**config.mk**
```make
export PLATFORM = sky130hd
export DESIGN_NAME = pc_seq
export DESIGN_NICKNAME = d
export VERILOG_FILES = /design/src/rtl/pc_seq.sv
export SDC_FILE = /design/constraint.sdc
export NUM_CORES = 1
export LEC_CHECK = 0
export ABC_AREA = 1
export CELL_PAD_IN_SITES_DETAIL_PLACEMENT = 0
export CELL_PAD_IN_SITES_GLOBAL_PLACEMENT = 2
export CORE_ASPECT_RATIO = 1.4
export CORE_MARGIN = 2
export CORE_UTILIZATION = 24
export DETAILED_ROUTE_END_ITERATION = 8
export MAX_ROUTING_LAYER = met4
export PLACE_DENSITY = 0.94
export SYNTH_ARGS = -nofsm -noshare
export SYNTH_HDL_FRONTEND = slang
export SYNTH_SLANG_ARGS = --single-unit
```
**constraint.sdc**
```tcl
create_clock -name clk -period 3.4 [get_ports clk]
set_clock_uncertainty 0.05 [all_clocks]
set_input_delay 0.68 -clock clk [delete_from_list [all_inputs] [get_ports clk]]
set_output_delay 0.68 -clock clk [all_outputs]
set_load 0.03 [all_outputs]
```
**src/rtl/pc_seq.sv**
```systemverilog
// Program-counter sequencer for the fetch stage: trap, load, return-stack pop, branch or step.
// Optional return-address stack built only when PC_RAS_EN is defined.
module pc_seq #(
    parameter int              XLEN      = 64,
    parameter logic [XLEN-1:0] RESET_VEC = {XLEN{1'b0}},
    parameter int              RAS_DEPTH = 4
) (
    input  logic            clk,
    input  logic            rst,
    input  logic            stall,
    input  logic            trap,
    input  logic [XLEN-1:0] tvec,
    input  logic            load,
    input  logic [XLEN-1:0] d,
    input  logic            call,
    input  logic            ret,
    input  logic            br,
    input  logic [XLEN-1:0] off,
    input  logic [1:0]      inc,
    output logic [XLEN-1:0] q,
    output logic            ras_empty,
    output logic            ras_full,
    output logic            ras_uflow
);

    logic [XLEN-1:0] pc_r;
    logic [XLEN-1:0] pc_nxt_s;
    logic [XLEN-1:0] step_s;
    logic [XLEN-1:0] ret_addr_s;
    logic [XLEN-1:0] ras_top_s;
    logic            call_en_s;
    logic            ret_en_s;
    logic            ras_has_s;
    logic            push_s;
    logic            pop_s;
    logic            uflow_nxt_s;

    // Decode the sequential step size from inc.
    always_comb begin
        step_s = {XLEN{1'b0}};
        case (inc)
            2'b00:   step_s = {XLEN{1'b0}};
            2'b01:   step_s = XLEN'(4'd1);
            2'b10:   step_s = XLEN'(4'd4);
            2'b11:   step_s = XLEN'(4'd8);
            default: step_s = {XLEN{1'b0}};
        endcase
    end

    assign ret_addr_s = pc_r + step_s;

    // Prioritised next-PC selection and stack push/pop requests.
    always_comb begin
        pc_nxt_s    = pc_r;
        push_s      = 1'b0;
        pop_s       = 1'b0;
        uflow_nxt_s = 1'b0;
        if (trap) begin
            pc_nxt_s = tvec;
        end else if (stall) begin
            pc_nxt_s = pc_r;
        end else if (load) begin
            pc_nxt_s = d;
            push_s   = call_en_s;
        end else if (ret_en_s && ras_has_s) begin
            pc_nxt_s = ras_top_s;
            pop_s    = 1'b1;
        end else if (ret_en_s) begin
            pc_nxt_s    = ret_addr_s;
            uflow_nxt_s = 1'b1;
        end else if (br) begin
            pc_nxt_s = pc_r + off;
        end else begin
            pc_nxt_s = ret_addr_s;
        end
    end

    // Program counter register.
    always_ff @(posedge clk or posedge rst) begin
        if (rst) begin
            pc_r <= RESET_VEC;
        end else begin
            pc_r <= pc_nxt_s;
        end
    end

    assign q = pc_r;

`ifdef PC_RAS_EN
    localparam int PW = $clog2(RAS_DEPTH);
    localparam int CW = PW + 1;

    logic [XLEN-1:0] ras_mem_r [RAS_DEPTH];
    logic [PW-1:0]   top_r;
    logic [PW-1:0]   top_nxt_s;
    logic [CW-1:0]   cnt_r;
    logic [CW-1:0]   cnt_nxt_s;
    logic            empty_r;
    logic            full_r;
    logic            uflow_r;

    assign call_en_s = call;
    assign ret_en_s  = ret;
    assign ras_has_s = (cnt_r != CW'(1'b0));
    assign ras_top_s = ras_mem_r[top_r];

    // Pointer and count update; a push while full reuses the oldest slot.
    always_comb begin
        top_nxt_s = top_r;
        cnt_nxt_s = cnt_r;
        if (push_s) begin
            top_nxt_s = top_r + PW'(1'b1);
            if (cnt_r == CW'(RAS_DEPTH)) begin
                cnt_nxt_s = cnt_r;
            end else begin
                cnt_nxt_s = cnt_r + CW'(1'b1);
            end
        end else if (pop_s) begin
            top_nxt_s = top_r - PW'(1'b1);
            cnt_nxt_s = cnt_r - CW'(1'b1);
        end else begin
            top_nxt_s = top_r;
            cnt_nxt_s = cnt_r;
        end
    end

    // Stack bookkeeping and registered status flags.
    always_ff @(posedge clk or posedge rst) begin
        if (rst) begin
            top_r   <= PW'(1'b0);
            cnt_r   <= CW'(1'b0);
            empty_r <= 1'b1;
            full_r  <= 1'b0;
            uflow_r <= 1'b0;
        end else begin
            top_r   <= top_nxt_s;
            cnt_r   <= cnt_nxt_s;
            empty_r <= (cnt_nxt_s == CW'(1'b0));
            full_r  <= (cnt_nxt_s == CW'(RAS_DEPTH));
            uflow_r <= uflow_nxt_s;
        end
    end

    // Return-address storage; contents need no reset since count gates every read.
    always_ff @(posedge clk) begin
        if (push_s) begin
            ras_mem_r[top_nxt_s] <= ret_addr_s;
        end
    end

    assign ras_empty = empty_r;
    assign ras_full  = full_r;
    assign ras_uflow = uflow_r;
`else
    logic unused_s;

    assign call_en_s = 1'b0;
    assign ret_en_s  = 1'b0;
    assign ras_has_s = 1'b0;
    assign ras_top_s = {XLEN{1'b0}};
    assign unused_s  = ^{call, ret, push_s, pop_s, uflow_nxt_s};

    assign ras_empty = 1'b1;
    assign ras_full  = 1'b0;
    assign ras_uflow = 1'b0;
`endif

endmodule

```
# Word level (Yosys, flattened, before mapping)
# Cells that the tools add are included.
dict set report word_totals {
  input_bits 202
  latchBits 0
  mem_bits_ro 0
  output_inout_bits 67
  elab_cells 13
  register_bits 64
  ramBits 0
  mem_count 0
}
dict set report classes {
  n_bitwise 0
  div_mod_pow 0
  n_shift 0
  multipliers 0
  reduce_logical 1
  muxes 5
  add_sub_neg 2
  eq_ne 4
  magnitude_cmp 0
}
# operator n
set op_table {}
lappend op_table {{$mux W64} 4}
lappend op_table {{$pmux W64 S4} 1}
lappend op_table {{$add A64 B64 Y64} 2}
lappend op_table {{$eq A2 B2 Y1 const B} 2}
lappend op_table {{$eq A2 B1 Y1 const B} 1}
lappend op_table {{$logic_not A2 Y1} 1}
lappend op_table {{$ne A2 B1 Y1 const B} 1}

# Longest topological paths before layout
dict set report depth {
  word_depth 7
  ltp_mapped 21
}

# Worst setup path after synthesis
# Ideal clock, no wire load.
dict set report synth_path {
  kind {input to register}
  from {input br}
  to {register pc_r[60], in the netlist q[60]}
  setup_time_ps 116
  stages 20
  path_buffers 1
  arrival_ps 2701
  path_slack_ps 533
  cell_sequence {clkbuf_1 inv_1 nand3b_1 nand2_1 ha_1 fa_1 nand3_1 nand3_1 nand2_1 nand2_2 nand2_1 nand2_2 nand2_1 nand2_2 nand2_1 nand2_1 nand2_1 nand3_1 nand2_1 nand2_1}
}
dict set report synth_between {
  elab_chain_cells 4
}
# item line_no
set synth_rtl {}
lappend synth_rtl {{from (decl)} 17} ;# input logic br,
lappend synth_rtl {{$mux W64} 71} ;# end else if (br) begin
lappend synth_rtl {{$mux W64} 62} ;# end else if (load) begin
lappend synth_rtl {{$mux W64} 60} ;# end else if (stall) begin
lappend synth_rtl {{$mux W64} 58} ;# if (trap) begin
lappend synth_rtl {{to (signal assigned)} 83} ;# pc_r <= pc_nxt_s;
lappend synth_rtl {{to (decl)} 26} ;# logic [XLEN-1:0] pc_r;
# Every way passes these cells. The select of a mux whose other input is x is not followed.
# A chain may end at the register's enable or synchronous reset.

# Worst setup path after layout
dict set report layout_path {
  from {input br}
  to {register pc_r[57], in the netlist q[57]}
}
# The elaborated chain is that of the path after synthesis.

==> metrics.txt <==
outcome=completed; gpl congestion=0.929; clk_lat worst skew=between 0.3 and 0.4 ns; Max transition margin=47.1%; Pins Over Slew Limit=0; Core ar.=slightly above 0.04 mm²; first-pass GRT wire length=approximately 67000 µm; f_max=roughly 0.32 GHz; Setup crit start=br; commonest non-fill, non-tap cell in the layout=nand2_1; Setup CP Type=primary input to flop; data arrival time of the worst path=3.31 ns; Initial Util=around a quarter; Setup crit end=q[57]$_DFFE_PP0P_; Worst-Margin Slew=0.794 ns; cells on worst reg2reg path=12; cell with the largest stage delay on the worst path=nor2_1; max cap viols=0; maximum number of pins on one net before global-route repair=45; Sinks on Clock Net=64; drt total wl=45100 µm; CP Cell Sequence=buf_2 > buf_12 > nand2_1 > inv_1 > ha_1 > nand2_1 > nor2_1 > nand3_1 > nand3_1 > nand3_1 > nand2_2 > nand2_1 > nand3_1 > nand3_1 > nand2_1 > nand2_1; Synth area leaders=nand2_1 (30%), dfrtp_1 (16%), inv_1 (16%); Routed wire per std cell=16.3 µm; async set-reset flop share out of synthesis=between 90% and 100%; Peak supply drop=0.236 mV; antenna violations before repair=0; Cell Pwr Density=between 300 and 400 mW/mm²; DRT Pass-1 Iters=5; top_reg_cell synth=dfrtp_1; period utilisation layout=91.1%; final setup fails=0; vias per cell=roughly 4.3; Ys Warns=0; placed wire-length estimate=slightly below 40000 µm; static leakage=8.20 nW; Longest Clk Path Bufs=2; Synth area leader=nand2_1; Multi-input gate area=0.00654 mm²; root buffer cell=clkbuf_16; FF+latch area=0.00160 mm²; reg2reg setup slack=0.70 ns; syn_area_per_cell=5.21 µm²; die height=245 µm; Congestion Overflow GR=0; max reg flops=64; CTS tree=done; top cell type's share of synthesized area=29.6%; crit path max fanout=13; Die ar.=between 0.04 and 0.05 mm²; DR vias=approximately 12000; Reg2Reg Launch Point=q[8]$_DFFE_PP0P_; H-tree levels=3; critical path startpoint category=primary input; antenna-violating nets left=0; Die Wd=176 µm; total CTS buffers=9; Critical Path RT=3.62 ns; clock-pin slew on the worst setup and hold paths=0.06 ns; 1st-iter DRT viols=520; Fin. Hold Viols=0; Finished Cell Area=0.0141 mm²; post-synthesis sequential area ratio=16.1%; RSZ-0062 raised after global routing=no; Post-CTS Setup Inserts=0; layout cell share with drive strength beyond 1=6.76%; num rows=between 80 and 90; worst reg2reg path endpoint=q[57]$_DFFE_PP0P_; vias in the first global route=11700; Crit. End Element=flop; hold-fix buffer count after cts=0; most frequent cells in the layout=nand2_1 (781), inv_1 (421), clkdlybuf4s50_1 (261); Total GRT Usage=21.5%; I/O Pins=~270; Area growth syn-to-layout=42.3%; FILL cells=4735; DP Area=~0.014 mm²; CTS resizes=0; Yosys cell types=35; EDFF count, synth=0; final worst path period need=a little over 3 ns; Mapped Cells=1903; #FFs+latches synth=64; critical path's largest stage delay=approximately 0.36 ns; Layout Utilization=around a third; DRC viols=0; Port Buffers=263; cell area after synthesis=0.00992 mm²; Worst Hold Class=flop to flop; Final nets=about 2500
==> worst min path at each step <==
stage | start | endpoint | slack [ns] | cells after the start
detailed placement | q[18]$_DFFE_PP0P_ | q[18]$_DFFE_PP0P_ | 0.48 | 2
CTS | q[12]$_DFFE_PP0P_ | q[12]$_DFFE_PP0P_ | 0.50 | 2
global route | q[33]$_DFFE_PP0P_ | q[33]$_DFFE_PP0P_ | 0.52 | 2
global placement | q[18]$_DFFE_PP0P_ | q[18]$_DFFE_PP0P_ | 0.46 | 2
finish | q[10]$_DFFE_PP0P_ | q[10]$_DFFE_PP0P_ | 0.50 | 2
floorplan | q[14]$_DFFE_PP0P_ | q[14]$_DFFE_PP0P_ | 0.64 | 2
==> through the flow <==
stage | hold slack [ns] | setup slack [ns] | power, mW | instances | setup TNS (ns)
after CTS | 0.500 | 0.297 | 4.46 | 2773 | 0
final | 0.496 | 0.304 | 4.39 | 2774 | 0
after floorplan | 0.637 | 0.533 | 2.34 | 1904 | 0
after detailed placement | 0.485 | -0.0843 | 3.47 | 2757 | -0.130
after global routing | 0.522 | 0.152 | 4.72 | 2773 | 0
after global placement | 0.463 | -0.0931 | 3.46 | 2757 | -0.126
==> worst max-delay path, delay by kind of cell <==
family                     cells  cell delay, ns
adders and majority gates      1            0.31
and+or+nand+nor               12            1.86
buffers and inverters          3            0.44
==> Yosys cell counts, types with 2 or more instances <==
cell,number
nand2_1,781
inv_1,422
nor2_1,202
nand3_1,96
dfrtp_1,64
ha_1,63
a21oi_1,42
a22o_1,39
clkbuf_1,29
o21ai_0,29
o211ai_1,20
nand2_2,15
xnor2_1,14
xor2_1,13
nand4_1,9
nor2_2,8
nor3_1,8
o21bai_1,6
buf_1,5
buf_2,5
nand3_2,5
clkinv_1,4
nor3_2,4
buf_4,3
inv_2,3
conb_1,2
nor4_1,2
o21bai_2,2
or2_2,2
==> kinds of logic (layout without fill, tap and decap cells) <==
logic type / count (synthesis) / in the layout / share of synthesized area [%]
adders and majority gates: 64 / 64 / 8.15
AOI/OAI and AO/OA: 138 / 138 / 9.22
other: 2 / 4 / 0.0757
buffers and inverters: 471 / 800 / 18.0
xor gates and xnor gates: 27 / 27 / 2.38
DFF: 64 / 64 / 16.1
and+or+nand+nor: 1137 / 1137 / 46.0
==> per-layer routing <==
layer	global-route usage, %	vias to the layer above	wire length (µm)
met5	-	-	0
met4	6.73	0	1280
met3	2.55	40	1350
met2	43.2	232	25500
met1	21.2	5226	17000
li1	-	6323	-
==> power breakdown <==
part           switching [mW]  total [mW]  leakage (nW)  internal (mW)
sequential             0.0942       0.947         0.770          0.853
combinational            1.45        2.48          7.29           1.03
clock                   0.416       0.965         0.145          0.550
==> cell type report <==
class / count / area share [%]
diodes: 1 / 0.0177
clock buffers: 13 / 1.92
clock inverters: 3 / 0.106
inverters: 429 / 11.4
multi-input cells: 1369 / 46.3
flip-flops and latches: 64 / 11.3
well taps: 540 / 4.79
repair buffers: 355 / 24.1
(Power assumes the default switching activity.)
